$ cat src/rtl/alu_exec_ctrl_pkg.sv
// Shared definitions for the execute-stage controller and its ALU.
// Opcode values double as ALU control codes.
package alu_exec_ctrl_pkg;

    localparam int NUM_REGS = 8;
    localparam int DATA_W   = 8;
    localparam int REG_W    = $clog2(NUM_REGS);
    localparam int OP_W     = 4;
    localparam int INSTR_W  = 16;

    localparam logic [OP_W-1:0] OP_ADD = 4'd0;
    localparam logic [OP_W-1:0] OP_SUB = 4'd1;
    localparam logic [OP_W-1:0] OP_AND = 4'd2;
    localparam logic [OP_W-1:0] OP_OR  = 4'd3;
    localparam logic [OP_W-1:0] OP_XOR = 4'd4;
    localparam logic [OP_W-1:0] OP_SLL = 4'd5;
    localparam logic [OP_W-1:0] OP_SRL = 4'd6;
    localparam logic [OP_W-1:0] OP_SRA = 4'd7;
    localparam logic [OP_W-1:0] OP_MUL = 4'd8;
    localparam logic [OP_W-1:0] OP_MOD = 4'd9;
    localparam logic [OP_W-1:0] OP_NOT = 4'd10;
    localparam logic [OP_W-1:0] MAX_OP = OP_NOT;

    localparam int OPC_LSB = 12;
    localparam int RD_LSB  = 9;
    localparam int RS1_LSB = 6;
    localparam int RS2_LSB = 3;

    typedef enum logic [2:0] {
        ST_IDLE,
        ST_EXEC,
        ST_WB,
        ST_TRAP,
        ST_IRQ
    } state_t;

    function automatic logic [OP_W-1:0] f_op(input logic [INSTR_W-1:0] i);
        return i[OPC_LSB +: OP_W];
    endfunction

    function automatic logic [REG_W-1:0] f_reg(input logic [INSTR_W-1:0] i,
                                               input int lsb);
        return i[lsb +: REG_W];
    endfunction

endpackage

$ cat src/rtl/alu_regfile.sv
// 8x8 register file: one write port, three combinational read ports.
// r0 always reads zero and ignores writes.
module alu_regfile
    import alu_exec_ctrl_pkg::*;
(
    input  logic              clk,
    input  logic              reset,
    input  logic              we,
    input  logic [REG_W-1:0]  waddr,
    input  logic [DATA_W-1:0] wdata,
    input  logic [REG_W-1:0]  rs1_addr,
    output logic [DATA_W-1:0] rs1_data,
    input  logic [REG_W-1:0]  rs2_addr,
    output logic [DATA_W-1:0] rs2_data,
    input  logic [REG_W-1:0]  dbg_addr,
    output logic [DATA_W-1:0] dbg_data
);

    logic [DATA_W-1:0] regs [NUM_REGS];

    // Storage: cleared on reset, r0 never written.
    always_ff @(posedge clk) begin
        if (reset) begin
            for (int i = 0; i < NUM_REGS; i++) begin
                regs[i] <= '0;
            end
        end else if (we && waddr != '0) begin
            regs[waddr] <= wdata;
        end
    end

    assign rs1_data = (rs1_addr == '0) ? '0 : regs[rs1_addr];
    assign rs2_data = (rs2_addr == '0) ? '0 : regs[rs2_addr];
    assign dbg_data = (dbg_addr == '0) ? '0 : regs[dbg_addr];

endmodule

$ cat src/rtl/alu_exec_ctrl.sv
// Execute-stage controller: fetches operands, drives the external ALU,
// writes the result back and services a single interrupt between ops.
module alu_exec_ctrl
    import alu_exec_ctrl_pkg::*;
(
    input  logic               clk,
    input  logic               reset,
    input  logic               instr_valid,
    input  logic [INSTR_W-1:0] instr,
    output logic               instr_ready,
    output logic [DATA_W-1:0]  alu_a,
    output logic [DATA_W-1:0]  alu_b,
    output logic [OP_W-1:0]    alu_ctrl,
    input  logic [DATA_W-1:0]  alu_result,
    output logic               wb_valid,
    output logic [REG_W-1:0]   wb_rd,
    output logic [DATA_W-1:0]  wb_data,
    output logic               zero_flag,
    output logic               illegal_op,
    input  logic               irq,
    output logic               irq_ack,
    input  logic [REG_W-1:0]   dbg_addr,
    output logic [DATA_W-1:0]  dbg_data
);

    state_t            state;
    logic [REG_W-1:0]  rd_q;
    logic [DATA_W-1:0] rs1_data;
    logic [DATA_W-1:0] rs2_data;
    logic              rf_we;
    logic [OP_W-1:0]   op_in;
    logic              unused_instr;

    assign op_in        = f_op(instr);
    assign unused_instr = ^instr[2:0];

    // Ready only while idle; a pending interrupt blocks acceptance.
    assign instr_ready = (state == ST_IDLE) && !irq;

    // Commit the held result during the write-back cycle.
    assign rf_we = (state == ST_WB);

    alu_regfile u_rf (
        .clk      (clk),
        .reset    (reset),
        .we       (rf_we),
        .waddr    (wb_rd),
        .wdata    (wb_data),
        .rs1_addr (f_reg(instr, RS1_LSB)),
        .rs1_data (rs1_data),
        .rs2_addr (f_reg(instr, RS2_LSB)),
        .rs2_data (rs2_data),
        .dbg_addr (dbg_addr),
        .dbg_data (dbg_data)
    );

    // Sequencer with registered ALU drive, pulses and write-back state.
    // Operands are read in the accepting cycle, so they are already
    // stable on the ALU inputs throughout EXEC.
    always_ff @(posedge clk) begin
        if (reset) begin
            state      <= ST_IDLE;
            rd_q       <= '0;
            alu_a      <= '0;
            alu_b      <= '0;
            alu_ctrl   <= '0;
            wb_valid   <= 1'b0;
            wb_rd      <= '0;
            wb_data    <= '0;
            zero_flag  <= 1'b0;
            illegal_op <= 1'b0;
            irq_ack    <= 1'b0;
        end else begin
            wb_valid   <= 1'b0;
            illegal_op <= 1'b0;
            irq_ack    <= 1'b0;
            alu_a      <= '0;
            alu_b      <= '0;
            alu_ctrl   <= '0;
            unique case (state)
                ST_IDLE: begin
                    if (irq) begin
                        state   <= ST_IRQ;
                        irq_ack <= 1'b1;
                    end else if (instr_valid) begin
                        rd_q <= f_reg(instr, RD_LSB);
                        if (op_in > MAX_OP) begin
                            state      <= ST_TRAP;
                            illegal_op <= 1'b1;
                        end else begin
                            state    <= ST_EXEC;
                            alu_a    <= rs1_data;
                            alu_b    <= rs2_data;
                            alu_ctrl <= op_in;
                        end
                    end
                end
                ST_EXEC: begin
                    state     <= ST_WB;
                    wb_data   <= alu_result;
                    zero_flag <= (alu_result == '0);
                    wb_valid  <= 1'b1;
                    wb_rd     <= rd_q;
                end
                ST_WB:   state <= ST_IDLE;
                ST_TRAP: state <= ST_IDLE;
                ST_IRQ:  state <= ST_IDLE;
                default: state <= ST_IDLE;
            endcase
        end
    end

endmodule
$ cat config.mk
export PLATFORM = sky130hd
export DESIGN_NAME = alu_exec_ctrl
export DESIGN_NICKNAME = d
export VERILOG_FILES = /design/src/rtl/alu_exec_ctrl_pkg.sv /design/src/rtl/alu_regfile.sv /design/src/rtl/alu_exec_ctrl.sv
export SDC_FILE = /design/constraint.sdc
export NUM_CORES = 1
export LEC_CHECK = 0
export CORE_UTILIZATION = 59
export CTS_BUF_LIST = sky130_fd_sc_hd__clkbuf_4 sky130_fd_sc_hd__clkbuf_8 sky130_fd_sc_hd__clkbuf_16
export CTS_CLUSTER_SIZE = 24
export DETAILED_ROUTE_END_ITERATION = 16
export PLACE_DENSITY = 0.91
export SETUP_SLACK_MARGIN = 0.15
export SYNTH_ARGS = -nofsm -noshare
export SYNTH_HDL_FRONTEND = slang
export SYNTH_SLANG_ARGS = --single-unit
$ cat constraint.sdc
create_clock -name clk -period 3.8 [get_ports clk]
set_input_delay 0.38 -clock clk [delete_from_list [all_inputs] [get_ports clk]]
set_output_delay 0.38 -clock clk [all_outputs]
set_load 0.05 [all_outputs]
* Word-level counts from Yosys, hierarchy flattened
Memory sizes are Yosys's and may differ from the RTL's. A register that Yosys moved wholly into a read port is not among the register bits.
Cells that the tools add are included.
** Operators by class
- $lt $le $gt $ge :: 1
- Equal/unequal tests :: 3
- Multiplexer cells :: 16
- Bitwise logic cells :: 3
- Reductions and logical operators :: 16
** Operators by type and width (number)
- 8-bit two-way mux :: 2
- 3-bit zero test :: 4
- 6-bit OR reduction :: 2
- 1-bit two-way mux :: 9
- 3-bit two-way mux :: 3
- 8-bit zero test :: 1
- 8-bit OR reduction :: 1
- 3-bit one-hot mux with 2 select lines :: 1
- 5-bit OR reduction :: 1
- 4-bit greater-than comparator (second input constant) :: 1
- 4-bit OR reduction :: 1
- 3-bit by 1-bit equality test with 1-bit output (second input constant) :: 1
- 3-bit by 2-bit equality test with 1-bit output (second input constant) :: 1
- 3-bit inequality test (second input constant) :: 1
- 1-bit inverter :: 3
- 3-bit AND reduction :: 1
- 3-bit nonzero test :: 1
- 1-bit logical AND :: 2
- 2-bit two-way mux :: 1
- 2-bit OR reduction :: 1
- 1-bit zero test :: 1
** Storage, ports and cells
- Bits in registers :: 25
- Bits in writable memories :: 64
- Bits of input ports :: 31
- Output and inout bits :: 44
- Logic and storage cells :: 49
- Memories :: 1
** Memory list
- u_rf.regs :: words 8, bits a word 8, rd ports 3, clocked after memory_dff 2, wr ports 8, line alu_regfile.sv:19 : logic [DATA_W-1:0] regs [NUM_REGS];

* Longest topological paths before layout
- Depth in word-level cells :: 7
- Gate-level depth with buffers :: 5
- Mapped depth without buffers :: 4

* Modules after synthesis
From an unflattened synthesis, not the netlist that was laid out.
** Second synthesis, totals
- Cell total of the unflattened synthesis :: 430
- Area, all modules :: 5084.9 um^2
** Modules (own cells, without submodules)
- alu_regfile :: instances 1, cells each 297, area each 3778.6 um^2, sequential area each 1681.6 um^2
- alu_exec_ctrl :: instances 1, cells each 133, area each 1306.3 um^2, sequential area each 820.8 um^2

* Worst setup path after synthesis
OpenSTA, ideal clock, no wires.
- Path kind :: in2out
- From :: input port dbg_addr[1]
- To :: output port dbg_data[0]
- Arrival :: 2.226 ns
- Data required time :: 3.420 ns
- Slack :: 1.194 ns
- Cell stages on the path :: 5
- Buffers on the path :: 2
- Path through :: clkbuf_1 nor2b_1 clkbuf_1 a22oi_1 o21ai_0
** Between the ends
- Cells in the longest elaborated chain, start to end :: 2
- Elaborated cells between the ends (all ways) :: 3
- Those cells by class :: 1 x mux; 1 x reduce/logical; 1 x memory
** Ends and longest elaborated chain
- from (decl) :: line alu_exec_ctrl.sv:22 : input logic [REG_W-1:0] dbg_addr,
- memory read 8 x 8 bit or 3-bit zero test (tied branches)
- 8-bit two-way mux (*) :: line alu_regfile.sv:34 : assign dbg_data = (dbg_addr == '0) ? '0 : regs[dbg_addr];
- to (decl) :: line alu_exec_ctrl.sv:23 : output logic [DATA_W-1:0] dbg_data
Mark *: on every way between the ends. The rest lies on a longest branch, timed or not.

* Worst setup path in the final report
- From :: input port dbg_addr[0]
- To :: output port dbg_data[4]
The elaborated chain is that of the path after synthesis.

==> flow_results.org <==
** Synthesis
- Number of flops mapped to enable cells by yosys :: 64
- Of the total synthesized cell area, the portion taken by XOR and XNOR cells is 0%.
- Of the post-synthesis cell area, the dominant cell type holds a little under two fifths.
- Sequential area share after synthesis :: between 50 and 60%
- Post-synthesis instance total :: approximately 380
- By area, the combinational part of the netlist is dominated by multiplexers.
- The average instance in the mapped netlist occupies 13.5 sq um.
- Yosys warnings :: 0
- Synthesis inferred 105 register bits.
- For this run, the leading register cell type out of synthesis is edfxtp_1.
- Synthesized-area fraction occupied by adder cells :: 0%
- Area fraction in compound gates after synthesis :: ~4.6%
- Mux contribution to synthesized area :: between 20 and 25%
- Area of the mapped netlist :: 5150 sq um
- Post-synthesis cell type count :: 38
- Share of synthesized cell area in and, or, nand and nor gates :: 17.0%
- Of all flip-flops after synthesis, the portion carrying an async set or reset was 0%.
- By area the synthesized netlist is led by edfxtp_1 (37%), mux4_2 (17%), dfxtp_1 (16%).
- The synthesized design spends more area on one cell type than any other, namely edfxtp_1.

** Final layout
- After the last flow step, the layout net total stands at between 400 and 500.
- Fill cells in the final layout number between 500 and 600.
- Final antenna diode count :: 0
- Growth of design area from synthesis to finish :: 19.0%
- Leaving out fill and tap cells, the most frequent cell in the layout is clkdlybuf4s50_1.
- Leaving out fill and tap cells, the most frequent cells in the layout are clkdlybuf4s50_1 (71), edfxtp_1 (64), and2_1 (61).
- Cells fill 73.6% of the core in the end.
- Cells with a size suffix above 1 make up between 10% and 20% of the layout.

** Setup path
- Data on the critical path arrives at its endpoint at about 2800 ps.
- Among the stages of the critical path, the cell type that occurs most often is clkdlybuf4s50_1.
- STA classifies the critical path endpoint as a primary output.
- Cell Chain, Critical Path :: clkdlybuf4s50_1, nor2b_1, a22oi_1, o21ai_0, clkdlybuf4s50_1
- Master of the slowest instance on the critical path :: clkdlybuf4s50_1
- Required time at the endpoint of the critical path :: roughly 3400 ps
- On the worst path, the slowest cell contributes a delay of approximately 850 ps.
- The worst setup path is of the in2out kind.
- Worst-path fanout max :: 8
- STA classifies the critical path startpoint as a primary input.

** Global route
- Global routing consumed, over all layers together, between 20% and 30% of the routing resources.
- Number of antenna violations at the first check in global routing :: 0
- Gr ovfl total :: 0
- The via count of the first global-routing pass was about 3400.
- The first global-routing pass estimated about 18000 um of wire.
- Entering global routing, the biggest net connects 34 pins.

** Drt
- Detailed-route via count :: roughly 3400
- For this block, the routed nets add up to around 11000 um of wire.
- In this run, the number of DRC markers left after iteration 0 of detailed routing was roughly 190.
- First-pass detailed-route iteration total :: 5
- DRC violations left :: 0
- In this run the remaining antenna-violating nets after routing total 0.
- Dividing the detail-routed wire length by the instance count gives 19.6 um.
- Vias per inst :: about 6

** Floorplan
- Vertical die dimension :: between 90 and 100 um
- Number of placement rows :: 33
- Die Span X :: 95.5 um
- The core region is about 8300 sq um.
- During I/O placement, the number of pins put on the boundary was between 70 and 80.
- Initial Utilization :: 61.8%
- Die Area :: roughly 9100 sq um

** Timing
- The final-report max-slew violation count was 0.
- Setup repair after global routing missed its margin :: no
- Across all setup checks in the final design, the least slack found is between 500 and 600 ps.
- The number of hold-slack violations in the final timing report came to 0.
- The clock period could shrink to 3210 ps.
- Based on the critical path, the design can be clocked at up to approximately 310 MHz.
- Worst slack on hold paths :: roughly 460 ps
- Rel. slew slack :: between 20 and 30%
- Worst Max-Slew Pin Slew :: around 1100 ps
- Clock skew on the completed layout was measured at 8.12 ps.
- Setup-violating endpoint count in the final report :: 0
- Setup TNS after final layout :: 0 ps
- Dividing the final minimum period by the clock period gives between 80 and 90%.

** Clocking
- Setup bufs post-CTS :: 0
- After clock tree synthesis, the repair step resized 0 gates.
- The tree is rooted in a clkbuf_8.
- In this run, post-CTS hold repair placed 0 buffers.
- TritonCTS clock tree :: yes
- Latest clock arrival within the worst-skew pair :: approximately 360 ps
- Clock tree synthesis inserted a total of 9 buffers.
- The H-tree was split into 3 levels.
- The clock drives 105 sinks.
- Largest buffer count on any clock path :: 2
- Clock-pin slew was measured on the worst setup and hold paths at 100 ps.

** Job
- Max-cap violations in this run came to 0.

** Pwr
- Static leakage :: 2.20 nW
- The design draws 2.25 mW.
- In this run the power density over the cells is about 370 nW/um^2.
- Peak supply drop :: 0.209 mV

** Placed design
- After legalization and detailed placement, the total HPWL measured 8380 um.
- Before CTS, the worst setup slack after placement is between 600 and 700 ps.
- In this run the tool buffered the top-level ports with 71 buffer cells.
- The congestion estimate from routability-driven global placement came to 0.851.

** Outcome
- Status :: finished clean

** Worst hold path
- The worst hold path belongs to the class reg2reg.
==> power by group <==
group | internal (mW) | switching, mW
Sequential | 1.24 | 0.0351
Combinational | 0.147 | 0.169
Clock | 0.269 | 0.382
==> logic make-up (layout without fill, tap and decap cells) <==
group                  Yosys count  count (layout)
DFF                            105             105
AOI/OAI and AO/OA               40              40
buffers and inverters           29              99
muxes                           64              64
other                            1               8
and+or+nand+nor                144             144
==> Yosys cell counts (3+ instances only) <==
| cell type | n |
|---|---|
| or2_1 | 3 |
| nor3_4 | 4 |
| buf_1 | 3 |
| nand3_1 | 5 |
| buf_2 | 7 |
| and2_1 | 61 |
| clkbuf_1 | 10 |
| a21oi_1 | 16 |
| or2_2 | 4 |
| nor2_1 | 17 |
| nor4_4 | 3 |
| a22oi_1 | 8 |
| nand2_1 | 32 |
| dfxtp_1 | 41 |
| inv_1 | 5 |
| mux4_2 | 40 |
| edfxtp_1 | 64 |
| mux2_2 | 8 |
| mux2i_1 | 16 |
| o21ai_0 | 11 |
==> worst paths after layout <==
check              startpoint         endpoint  slack (ps)  depth (start not counted)
hold reg to reg       rd_q[1]         wb_rd[1]         460                          2
setup reg to reg     state[1]  u_rf.regs[1][4]        1650                          3
setup / recovery  dbg_addr[0]      dbg_data[4]         590                          5
hold / removal        rd_q[1]         wb_rd[1]         460                          2
==> layout make-up <==
| cell class | count | area [sq um] | share of cell area [%] |
|---|---|---|---|
| flip-flops and latches | 105 | 2740 | 44.7 |
| inverters | 5 | 18.8 | 0.306 |
| well taps | 105 | 131 | 2.14 |
| repair buffers | 78 | 763 | 12.4 |
| clock inverters | 5 | 36.3 | 0.591 |
| multi-input cells | 256 | 2300 | 37.5 |
| clock buffers | 11 | 145 | 2.37 |
==> registers in the layout, indices dropped and copies added (netlist names), 3 cells and up <==
| register | flops |
|---|---|
| alu_a | 8 |
| rd_q | 3 |
| wb_rd | 3 |
| state | 3 |
| alu_ctrl | 4 |
| alu_b | 8 |
| u_rf.regs | 64 |
| wb_data | 8 |
==> worst max-delay path: cells and delay by family <==
family | cells | cell delay, ps
buffers and inverters | 2 | 1410
AND/OR/NAND/NOR | 1 | 540
AO/OA/AOI/OAI | 2 | 500
==> per-stage QoR <==
stage / cell area (sq um) / cells
final: 6140 / 565
after global routing: 6140 / 565
after CTS: 6140 / 565
after detailed placement: 5950 / 549
after global placement: 5950 / 549
after floorplan: 5180 / 390
==> per-layer routing <==
metal / up-vias / track usage, % / share of wire [%]
met5: - / 0 / 0
met4: 0 / 9.33 / 1.9
met3: 23 / 4.70 / 6.3
met2: 160 / 44.0 / 52
met1: 1652 / 34.8 / 40
li1: 1562 / - / -
Note: power is estimated with default switching activity, not from simulation.
